**src/rtl/instr_issue_unit_pkg.sv**
```systemverilog
// rtl/instr_issue_unit_pkg.sv - ISA opcodes, NOP word, field positions and issue FSM states
package instr_issue_unit_pkg;

  localparam logic [5:0] OP_ADD         = 6'b000001;
  localparam logic [5:0] OP_ADDI        = 6'b000010;
  localparam logic [5:0] OP_SUB         = 6'b000011;
  localparam logic [5:0] OP_SUBI        = 6'b000100;
  localparam logic [5:0] OP_INC         = 6'b000101;
  localparam logic [5:0] OP_DEC         = 6'b000110;
  localparam logic [5:0] OP_AND         = 6'b000111;
  localparam logic [5:0] OP_OR          = 6'b001000;
  localparam logic [5:0] OP_XOR         = 6'b001001;
  localparam logic [5:0] OP_NOT         = 6'b001010;
  localparam logic [5:0] OP_SHIFT_LEFT  = 6'b001011;
  localparam logic [5:0] OP_SHIFT_RIGHT = 6'b001100;
  localparam logic [5:0] OP_COMPARE     = 6'b001101;
  localparam logic [5:0] OP_LW          = 6'b100010;
  localparam logic [5:0] OP_SW          = 6'b101011;
  localparam logic [5:0] OP_HALT        = 6'b111111;

  localparam logic [31:0] NOP = 32'h0;

  localparam int OPC_HI = 31;
  localparam int OPC_LO = 26;
  localparam int RS_HI  = 25;
  localparam int RS_LO  = 21;
  localparam int RT_HI  = 20;
  localparam int RT_LO  = 16;

  typedef enum logic [1:0] {
    IDLE = 2'd0,
    RUN  = 2'd1,
    DONE = 2'd2
  } issue_state_e;

  function automatic logic [5:0] opcode(input logic [31:0] word);
    return word[OPC_HI:OPC_LO];
  endfunction

endpackage

```
**src/rtl/instr_prog_mem.sv**
```systemverilog
// rtl/instr_prog_mem.sv - DEPTH x 32 program store, synchronous write, asynchronous read
module instr_prog_mem
  import instr_issue_unit_pkg::*;
#(
  parameter int DEPTH  = 64,
  parameter int ADDR_W = 6
) (
  input  logic              clk,
  input  logic              we,
  input  logic [ADDR_W-1:0] waddr,
  input  logic [31:0]       wdata,
  input  logic [ADDR_W-1:0] raddr,
  output logic [31:0]       rdata
);

  logic [31:0] mem [DEPTH];

  // No reset: program contents survive rst.
  always_ff @(posedge clk) begin
    if (we && (int'(waddr) < DEPTH)) begin
      mem[waddr] <= wdata;
    end
  end

  assign rdata = (int'(raddr) < DEPTH) ? mem[raddr] : NOP;

endmodule

```
**src/rtl/instr_issue_unit.sv**
```systemverilog
// rtl/instr_issue_unit.sv - program sequencer issuing one instruction per cycle
// Optional load-use bubble insertion under INSTR_ISSUE_HAZARD_EN.
module instr_issue_unit
  import instr_issue_unit_pkg::*;
#(
  parameter int DEPTH  = 64,
  parameter int ADDR_W = 6
) (
  input  logic              clk,
  input  logic              rst,
  input  logic              load_we,
  input  logic [ADDR_W-1:0] load_addr,
  input  logic [31:0]       load_data,
  input  logic [ADDR_W:0]   prog_len,
  input  logic              start,
  input  logic              stall,
  input  logic              abort,
  output logic [31:0]       Instr,
  output logic              instr_valid,
  output logic [ADDR_W-1:0] pc,
  output logic              busy,
  output logic              done,
  output logic [15:0]       bubble_cnt
);

  issue_state_e      state, state_nxt;
  logic [ADDR_W-1:0] pc_nxt;
  logic [ADDR_W:0]   len_q, len_nxt;
  logic [31:0]       instr_nxt;
  logic              valid_nxt;
  logic [31:0]       fetch;
  logic              is_halt;
  logic              at_last;
  logic              hazard;

  instr_prog_mem #(
    .DEPTH (DEPTH),
    .ADDR_W(ADDR_W)
  ) u_prog_mem (
    .clk  (clk),
    .we   (load_we && (state == IDLE)),
    .waddr(load_addr),
    .wdata(load_data),
    .raddr(pc),
    .rdata(fetch)
  );

  assign is_halt = (opcode(fetch) == OP_HALT);
  assign at_last = ({1'b0, pc} == (len_q - 1'b1));

  always_comb begin
    state_nxt = state;
    pc_nxt    = pc;
    len_nxt   = len_q;
    instr_nxt = NOP;
    valid_nxt = 1'b0;
    case (state)
      IDLE: begin
        // A write in the same cycle wins over start.
        if (start && !load_we) begin
          pc_nxt    = '0;
          len_nxt   = prog_len;
          state_nxt = (prog_len == '0) ? DONE : RUN;
        end
      end
      RUN: begin
        if (abort) begin
          state_nxt = IDLE;
          pc_nxt    = '0;
        end else if (stall) begin
          pc_nxt = pc;
        end else if (is_halt) begin
          state_nxt = DONE;
        end else if (hazard) begin
          pc_nxt = pc;
        end else begin
          instr_nxt = fetch;
          valid_nxt = 1'b1;
          pc_nxt    = pc + 1'b1;
          if (at_last) begin
            state_nxt = DONE;
          end
        end
      end
      DONE: state_nxt = IDLE;
      default: state_nxt = IDLE;
    endcase
  end

  always_ff @(posedge clk or negedge rst) begin
    if (!rst) begin
      state       <= IDLE;
      pc          <= '0;
      len_q       <= '0;
      Instr       <= NOP;
      instr_valid <= 1'b0;
      busy        <= 1'b0;
      done        <= 1'b0;
    end else begin
      state       <= state_nxt;
      pc          <= pc_nxt;
      len_q       <= len_nxt;
      Instr       <= instr_nxt;
      instr_valid <= valid_nxt;
      busy        <= (state_nxt != IDLE);
      done        <= (state_nxt == DONE);
    end
  end

`ifdef INSTR_ISSUE_HAZARD_EN
  logic        lw_seen;
  logic [4:0]  lw_dest;
  logic [15:0] bub_q;
  logic        bubble;

  // Record survives stalls; only a bubble or leaving RUN forgets it.
  assign hazard = lw_seen && ((fetch[RS_HI:RS_LO] == lw_dest) ||
                              (fetch[RT_HI:RT_LO] == lw_dest));
  assign bubble = (state == RUN) && !abort && !stall && !is_halt && hazard;

  always_ff @(posedge clk or negedge rst) begin
    if (!rst) begin
      lw_seen <= 1'b0;
      lw_dest <= '0;
      bub_q   <= '0;
    end else begin
      if ((state != RUN) || abort || bubble) begin
        lw_seen <= 1'b0;
      end else if (valid_nxt) begin
        lw_seen <= (opcode(fetch) == OP_LW) && (fetch[RT_HI:RT_LO] != 5'd0);
        lw_dest <= fetch[RT_HI:RT_LO];
      end
      if (bubble && (bub_q != 16'hFFFF)) begin
        bub_q <= bub_q + 16'd1;
      end
    end
  end

  assign bubble_cnt = bub_q;
`else
  assign hazard     = 1'b0;
  assign bubble_cnt = 16'h0;
`endif

endmodule

```
**config.mk**
```make
export PLATFORM = sky130hd
export DESIGN_NAME = instr_issue_unit
export DESIGN_NICKNAME = d
export VERILOG_FILES = /design/src/rtl/instr_issue_unit_pkg.sv /design/src/rtl/instr_prog_mem.sv /design/src/rtl/instr_issue_unit.sv
export SDC_FILE = /design/constraint.sdc
export NUM_CORES = 2
export LEC_CHECK = 0
export BUFFER_PORTS_ARGS = -buffer_cell sky130_fd_sc_hd__buf_2
export CORE_MARGIN = 2
export CORE_UTILIZATION = 47
export CTS_CLUSTER_SIZE = 24
export DETAILED_ROUTE_END_ITERATION = 16
export GPL_TIMING_DRIVEN = 0
export PLACE_DENSITY = 0.73
export REMOVE_ABC_BUFFERS = 1
export SETUP_SLACK_MARGIN = 0.3
export SYNTH_ARGS = -nofsm -noshare
export SYNTH_HDL_FRONTEND = slang
export SYNTH_SLANG_ARGS = --single-unit
```
**constraint.sdc**
```tcl
create_clock -name clk -period 4.85 [get_ports clk]
set_input_delay 0.2425 -clock clk [delete_from_list [all_inputs] [get_ports clk]]
set_output_delay 0.2425 -clock clk [all_outputs]
set_load 0.02 [all_outputs]
```
# Word-level counts from Yosys, hierarchy flattened
# Memory sizes are Yosys's and may differ from the RTL's.
# Index checks and enable logic that the tools add are counted.
[totals]
reg_bits = 50
ram_bits = 2048
input_bits = 51
n_memories = 1
[classes]
add_sub_neg = 2
eq_ne = 7
n_mux = 22
reduce_logical = 9
[memory_table]
columns = ["name", "words", "width", "rd", "rd_clocked_by_memory_dff", "write_ports", "line", "text"]
rows = [
  ["u_prog_mem.mem", 64, 32, 1, 0, 1, "instr_prog_mem.sv:16", "logic [31:0] mem [DEPTH];"],
]
[op_table]
columns = ["operator", "count"]
rows = [
  ["2-to-1 mux 32 bit", 4],
  ["2-to-1 mux 6 bit", 4],
  ["2-to-1 mux 2 bit", 6],
  ["case mux 6 bit (2 select lines)", 1],
  ["== test 6 x 7 -> 1 bit", 1],
  ["zero test 7 bit", 1],
  ["subtractor 7 x 1 -> 7 bit, second input constant", 1],
  ["adder 6 x 1 -> 6 bit, second input constant", 1],
  ["== test 6 bit, second input constant", 1],
  ["2-to-1 mux 1 bit", 6],
  ["inequality test 3 bit, second input constant", 2],
  ["case mux 2 bit (2 select lines)", 1],
  ["AND reduction 4 bit", 1],
  ["nonzero test 2 bit", 2],
  ["== test 2 x 1 -> 1 bit, second input constant", 1],
  ["== test 2 bit, second input constant", 1],
  ["logical AND 1 bit", 2],
  ["zero test 2 bit", 1],
  ["inequality test 2 x 1 -> 1 bit, second input constant", 1],
  ["AND reduction 2 bit", 1],
  ["zero test 1 bit", 1],
]

# Logic depth before layout (Yosys ltp)
[depth]
word_depth = 8
mapped_depth = 13
mapped_depth_nobuf = 9

# By module
# Synthesis repeated with hierarchy kept, for this count alone.
[hier_totals]
cells_unflattened = 3489
hier_area_um2 = 80014.2
[by_module_without_submodules]
columns = ["mod", "n_inst", "cells_each", "area_each_um2", "seq_area_each_um2"]
rows = [
  ["instr_prog_mem", 1, 3292, 77874.7, 61499.0],
  ["instr_issue_unit", 1, 197, 2139.6, 1251.2],
]

# Worst setup path after synthesis
# No wires, ideal clock.
[synth_timing]
kind = "reg-to-reg"
start = "reg pc[1]"
end = "reg Instr[0]"
setup_time_ns = 0.120
t_arrival_ns = 2.889
required_ns = 4.730
setup_slack_ns = 1.842
stages_incl_launch_ff = 9
n_path_buf = 4
synth_period_minus_slack_ns = 3.008
path_cell_list = "dfrtp_1 -> buf_4 -> buf_4 -> buf_2 -> buf_1 -> mux4_2 -> mux4_2 -> mux4_2 -> and3_1"
[synth_between]
elab_chain_cells = 6
[synth_lines]
columns = ["element", "line", "text"]
rows = [
  ["start, declared", "instr_issue_unit.sv:20", "output logic [ADDR_W-1:0] pc,"],
  ["start signal, assigned", "instr_issue_unit.sv:101", "pc <= pc_nxt;"],
  ["memory (64 x 32 bit) (*)", "-", ""],
  ["== test 6 bit", "instr_issue_unit.sv:48", "assign is_halt = (opcode(fetch) == OP_HALT);"],
  ["2-to-1 mux 32 bit (*)", "instr_issue_unit.sv:72", "end else if (is_halt) begin"],
  ["2-to-1 mux 32 bit (*)", "instr_issue_unit.sv:70", "end else if (stall) begin"],
  ["2-to-1 mux 32 bit (*)", "instr_issue_unit.sv:67", "if (abort) begin"],
  ["2-to-1 mux 32 bit (*)", "instr_issue_unit.sv:57", "case (state)"],
  ["via instr_nxt[0]", "instr_issue_unit.sv:29", "logic [31:0] instr_nxt;"],
  ["end signal, assigned", "instr_issue_unit.sv:103", "Instr <= instr_nxt;"],
  ["end, declared", "instr_issue_unit.sv:18", "output logic [31:0] Instr,"],
]
# The timed path passes the listed nets; every way through them passes the cells marked *.
# A chain may end at the register's enable or synchronous reset.

# Final worst setup path
[layout_timing]
start = "reg pc[2]"
end = "reg pc[0]"
[layout_between]
elab_chain_cells = 4
[layout_lines]
columns = ["element", "line"]
rows = [
  ["memory (64 x 32 bit)", "-"],
  ["== test 6 bit", "instr_issue_unit.sv:48"],
  ["inequality test 3 bit (no line)", "-"],
  ["AND reduction 4 bit (no line)", "-"],
]
# Every way passes these cells.

==> flow_summary.toml <==
[run]
max_cap_violations = 0

[yosys]
summed_instance_area_of_the_synthesized_netlist_mm2 = 0.0803
synth.top_cells.by_count = "2,048 x sky130_fd_sc_hd__edfxtp_1, 620 x sky130_fd_sc_hd__mux4_2, 79 x sky130_fd_sc_hd__nor2_1, 63 x sky130_fd_sc_hd__buf_4, 54 x sky130_fd_sc_hd__buf_2"
synthesis.instances = 3299
dominant_cell_type_by_area_after_synthesis = "sky130_fd_sc_hd__edfxtp_1"
synth_top_area_share_pct = 76.6
synth-warning-count = 0
async_flop_share_pct = 2.38
primary_ff_master_synth = "sky130_fd_sc_hd__edfxtp_1"
netlist_top_cells_area = "sky130_fd_sc_hd__edfxtp_1 77%, sky130_fd_sc_hd__mux4_2 17%, sky130_fd_sc_hd__dfrtp_1 1.6%"
ys_seq_area_share_pct = 78.1
synth.distinct_cells = 65
synth_edf_count = 2048
synth-seq-cells = 2098
post_synth.cell_area_avg_um2 = 24.3
post-synth-top-count-cell = "sky130_fd_sc_hd__edfxtp_1"

[setup_path]
reg2regPathDepth = 12
critPathArrivalTime_ps = 5110
timing.reg2reg.setup_slack_ps = 450
worstSetupPathType = "register to register"
worst_r2r_endpoint = "pc[0]"
worst-endpoint-required_ps = 5570
crit_fanout = 49
worstSetupStartpointType = "register"
critical_path.endpoint_type = "register"
r2r-start = "pc[2]"

[floorplan]
core_area_mm2 = 0.170
floorplan.die.height_um = 417
placementRows = 151
horiz_die_dim_um = 417
top_level_ports = 108
dieArea_mm2 = 0.174
initial_utilization_pct = 47.3

[detailed_routing]
drt-total-wl_um = 219000
detailroute.via_count = 39100
wire_per_inst_um = 36.6
first_pass_iters = 6
remaining_drc_errors = 0
final_antenna_net_count = 0
via_per_inst = 6.55
detail_route.iter0.violations = 6198

[cells_and_area]
finalCoreUtilization_pct = 54.8
syn_to_final_growth_pct = 15.8
fillers = 11700
post_route_cells_drive_above_1_share_pct = 32.9
num-nets-final = 3632

[clock_network]
cts_tree = "done"
ctsHtreeMaxLevel = 4
cts-buffers-inserted = 199
clk_pin_slew_ps = 60
worstSkewPairLatency_ps = 830
cts_root_buffer = "sky130_fd_sc_hd__clkbuf_16"
cts.path.max_buffers = 3
clock-sinks = 2098

[sta]
timing.clock.skew_ps = 28.2
slew_viol_final = 0
final.period_utilization_pct = 90.7
max_slew_margin_pct = 16.2
finalWorstPathRequiredPeriod_ps = 4400
max_clock_freq_ghz = 0.227
final.hold.worst_slack_ps = 90.1
final_sum_of_negative_setup_slack_ps = 0
hold_violations = 0
finalWorstSetupSlack_ps = 453
report.final.setup_viol = 0
unrepaired_setup_endpoints_after_global_routing = "false"
worst_pin_slew_ps = 1260

[placed_design]
gp_congestion = 0.755
place_worst_setup_slack_ps = 27.0
hpwl_after_dpl_um = 127000
place.port_buffers = 91

[grt]
grt.overflow.total = 0
grt_pass1_wl_um = 304000
largest_net_degree_at_the_start_of_global_routing = 65
grtUsageTotal_pct = 25.1
number_of_global_route_vias_before_repair = 39400
antenna_found_initial = 22

[power_and_ir_drop]
power.density_cell_area_mw_per_mm2 = 414
vdd_drop_max_mv = 0.361
power.static_leakage_nw = 28.5
power.total_mw = 38.5

[min_path]
hold_class = "input pin to asynchronous set/reset pin"

[status]
outcome = "finished, final reports clean"
-- layout by cell type (no fill, tap or decap), types with 6 or more instances in the layout --
cell                            count
sky130_fd_sc_hd__buf_12            72
sky130_fd_sc_hd__dlygate4sd3_1     24
sky130_fd_sc_hd__dfrtp_1           45
sky130_fd_sc_hd__nand2_1           47
sky130_fd_sc_hd__edfxtp_1        2048
sky130_fd_sc_hd__nand3_1           16
sky130_fd_sc_hd__clkinv_1          40
sky130_fd_sc_hd__clkbuf_8           6
sky130_fd_sc_hd__mux2_2            17
sky130_fd_sc_hd__a31oi_1            6
sky130_fd_sc_hd__a22oi_1           19
sky130_fd_sc_hd__mux2i_1           34
sky130_fd_sc_hd__buf_16            64
sky130_fd_sc_hd__o22ai_1            9
sky130_fd_sc_hd__nor2_1            14
sky130_fd_sc_hd__clkbuf_16        204
sky130_fd_sc_hd__nor2_4            64
sky130_fd_sc_hd__o21ai_0            7
sky130_fd_sc_hd__clkbuf_1          52
sky130_fd_sc_hd__bufinv_16         21
sky130_fd_sc_hd__diode_2           13
sky130_fd_sc_hd__clkinv_2          31
sky130_fd_sc_hd__mux4_2           620
sky130_fd_sc_hd__and3_1            33
sky130_fd_sc_hd__buf_2             90
sky130_fd_sc_hd__nor2b_1            8
sky130_fd_sc_hd__a21oi_1           11
sky130_fd_sc_hd__conb_1            16
sky130_fd_sc_hd__inv_1              6
sky130_fd_sc_hd__inv_6              7
-- kinds of logic after synthesis --
| kind of cell | Yosys count | share of synthesized area (%) |
|---|---|---|
| and+or+nand+nor | 214 | 1.28 |
| DFF | 2098 | 78.1 |
| xor gates and xnor gates | 9 | 0.0981 |
| other | 1 | 0.00467 |
| adders and majority gates | 2 | 0.0311 |
| buffers and inverters | 201 | 1.44 |
| AOI/OAI and AO/OA | 103 | 0.981 |
| muxes | 671 | 18.0 |
-- through the flow --
step,area [um2],cells
after detailed placement,86200,5567
after global routing,93000,5972
after global placement,82500,5431
final,93000,5977
after CTS,93000,5963
after floorplan,79300,3122
-- how the worst max path moves through the flow --
stage	from	endpoint	slack [ps]	cells past startpoint
final	pc[2]	pc[0]	450	12
after global routing	pc[2]	pc[0]	430	12
after CTS	pc[2]	pc[0]	330	12
after detailed placement	pc[2]	pc[2]	30	10
after global placement	pc[0]	pc[3]	-30450	8
after floorplan	pc[0]	pc[3]	-17130	8
-- power by group --
group | leakage [nW] | internal (mW) | switching (mW)
registers | 19.1 | 20.0 | 0.0525
logic | 6.23 | 1.44 | 1.49
clock network | 3.15 | 8.91 | 6.63
-- registers in the layout (all words and copies together), names as in the netlist --
| signal | cells |
|---|---|
| u_prog_mem.mem | 2048 |
| busy | 1 |
| len_q | 7 |
| Instr | 32 |
| pc | 6 |
| instr_valid | 1 |
| state | 2 |
| done | 1 |
-- metal layers --
layer	routed length [um]	up-vias	global-route usage [%]
li1	-	14800	-
met1	73600	20700	31.1
met2	109000	3001	41.3
met3	24700	632	6.81
met4	11500	8	12.0
met5	57	-	0
-- what timing repair did --
action | in CTS | in global routing
pin swaps | 1 | 0
cloned | 1 | 0
resized for setup | 5 | 0
buffers inserted | 3 | 1
hold buffers | 24 | 0
setup endpoints to repair | 39 | 1
hold endpoints to repair | 66 | 0
-- layout make-up --
class                           count  area (um2)  area share (%)
Sequential cell                  2098       62800            67.5
Antenna cell                       13        32.5          0.0350
Clock buffer                      262        5380            5.79
Timing Repair Buffer              255        3940            4.24
Tap cell                         2218        2780            2.98
Clock inverter                    106        1070            1.16
Multi-Input combinational cell   1016       17000            18.3
Inverter                            9        41.3          0.0444
-- critical path, stage by stage, from the launching register on --
cell                       delay [ps]
sky130_fd_sc_hd__dfrtp_4          700
sky130_fd_sc_hd__buf_16           320
sky130_fd_sc_hd__buf_16           250
sky130_fd_sc_hd__nor2b_2          540
sky130_fd_sc_hd__a22oi_1          220
sky130_fd_sc_hd__a211oi_1         420
sky130_fd_sc_hd__a31oi_1          230
sky130_fd_sc_hd__a22oi_2          610
sky130_fd_sc_hd__a41oi_4          220
sky130_fd_sc_hd__buf_12           210
sky130_fd_sc_hd__nand2_2          140
sky130_fd_sc_hd__inv_2             80
sky130_fd_sc_hd__mux2_2           280
No activity file was read; power rests on OpenSTA's default activity.
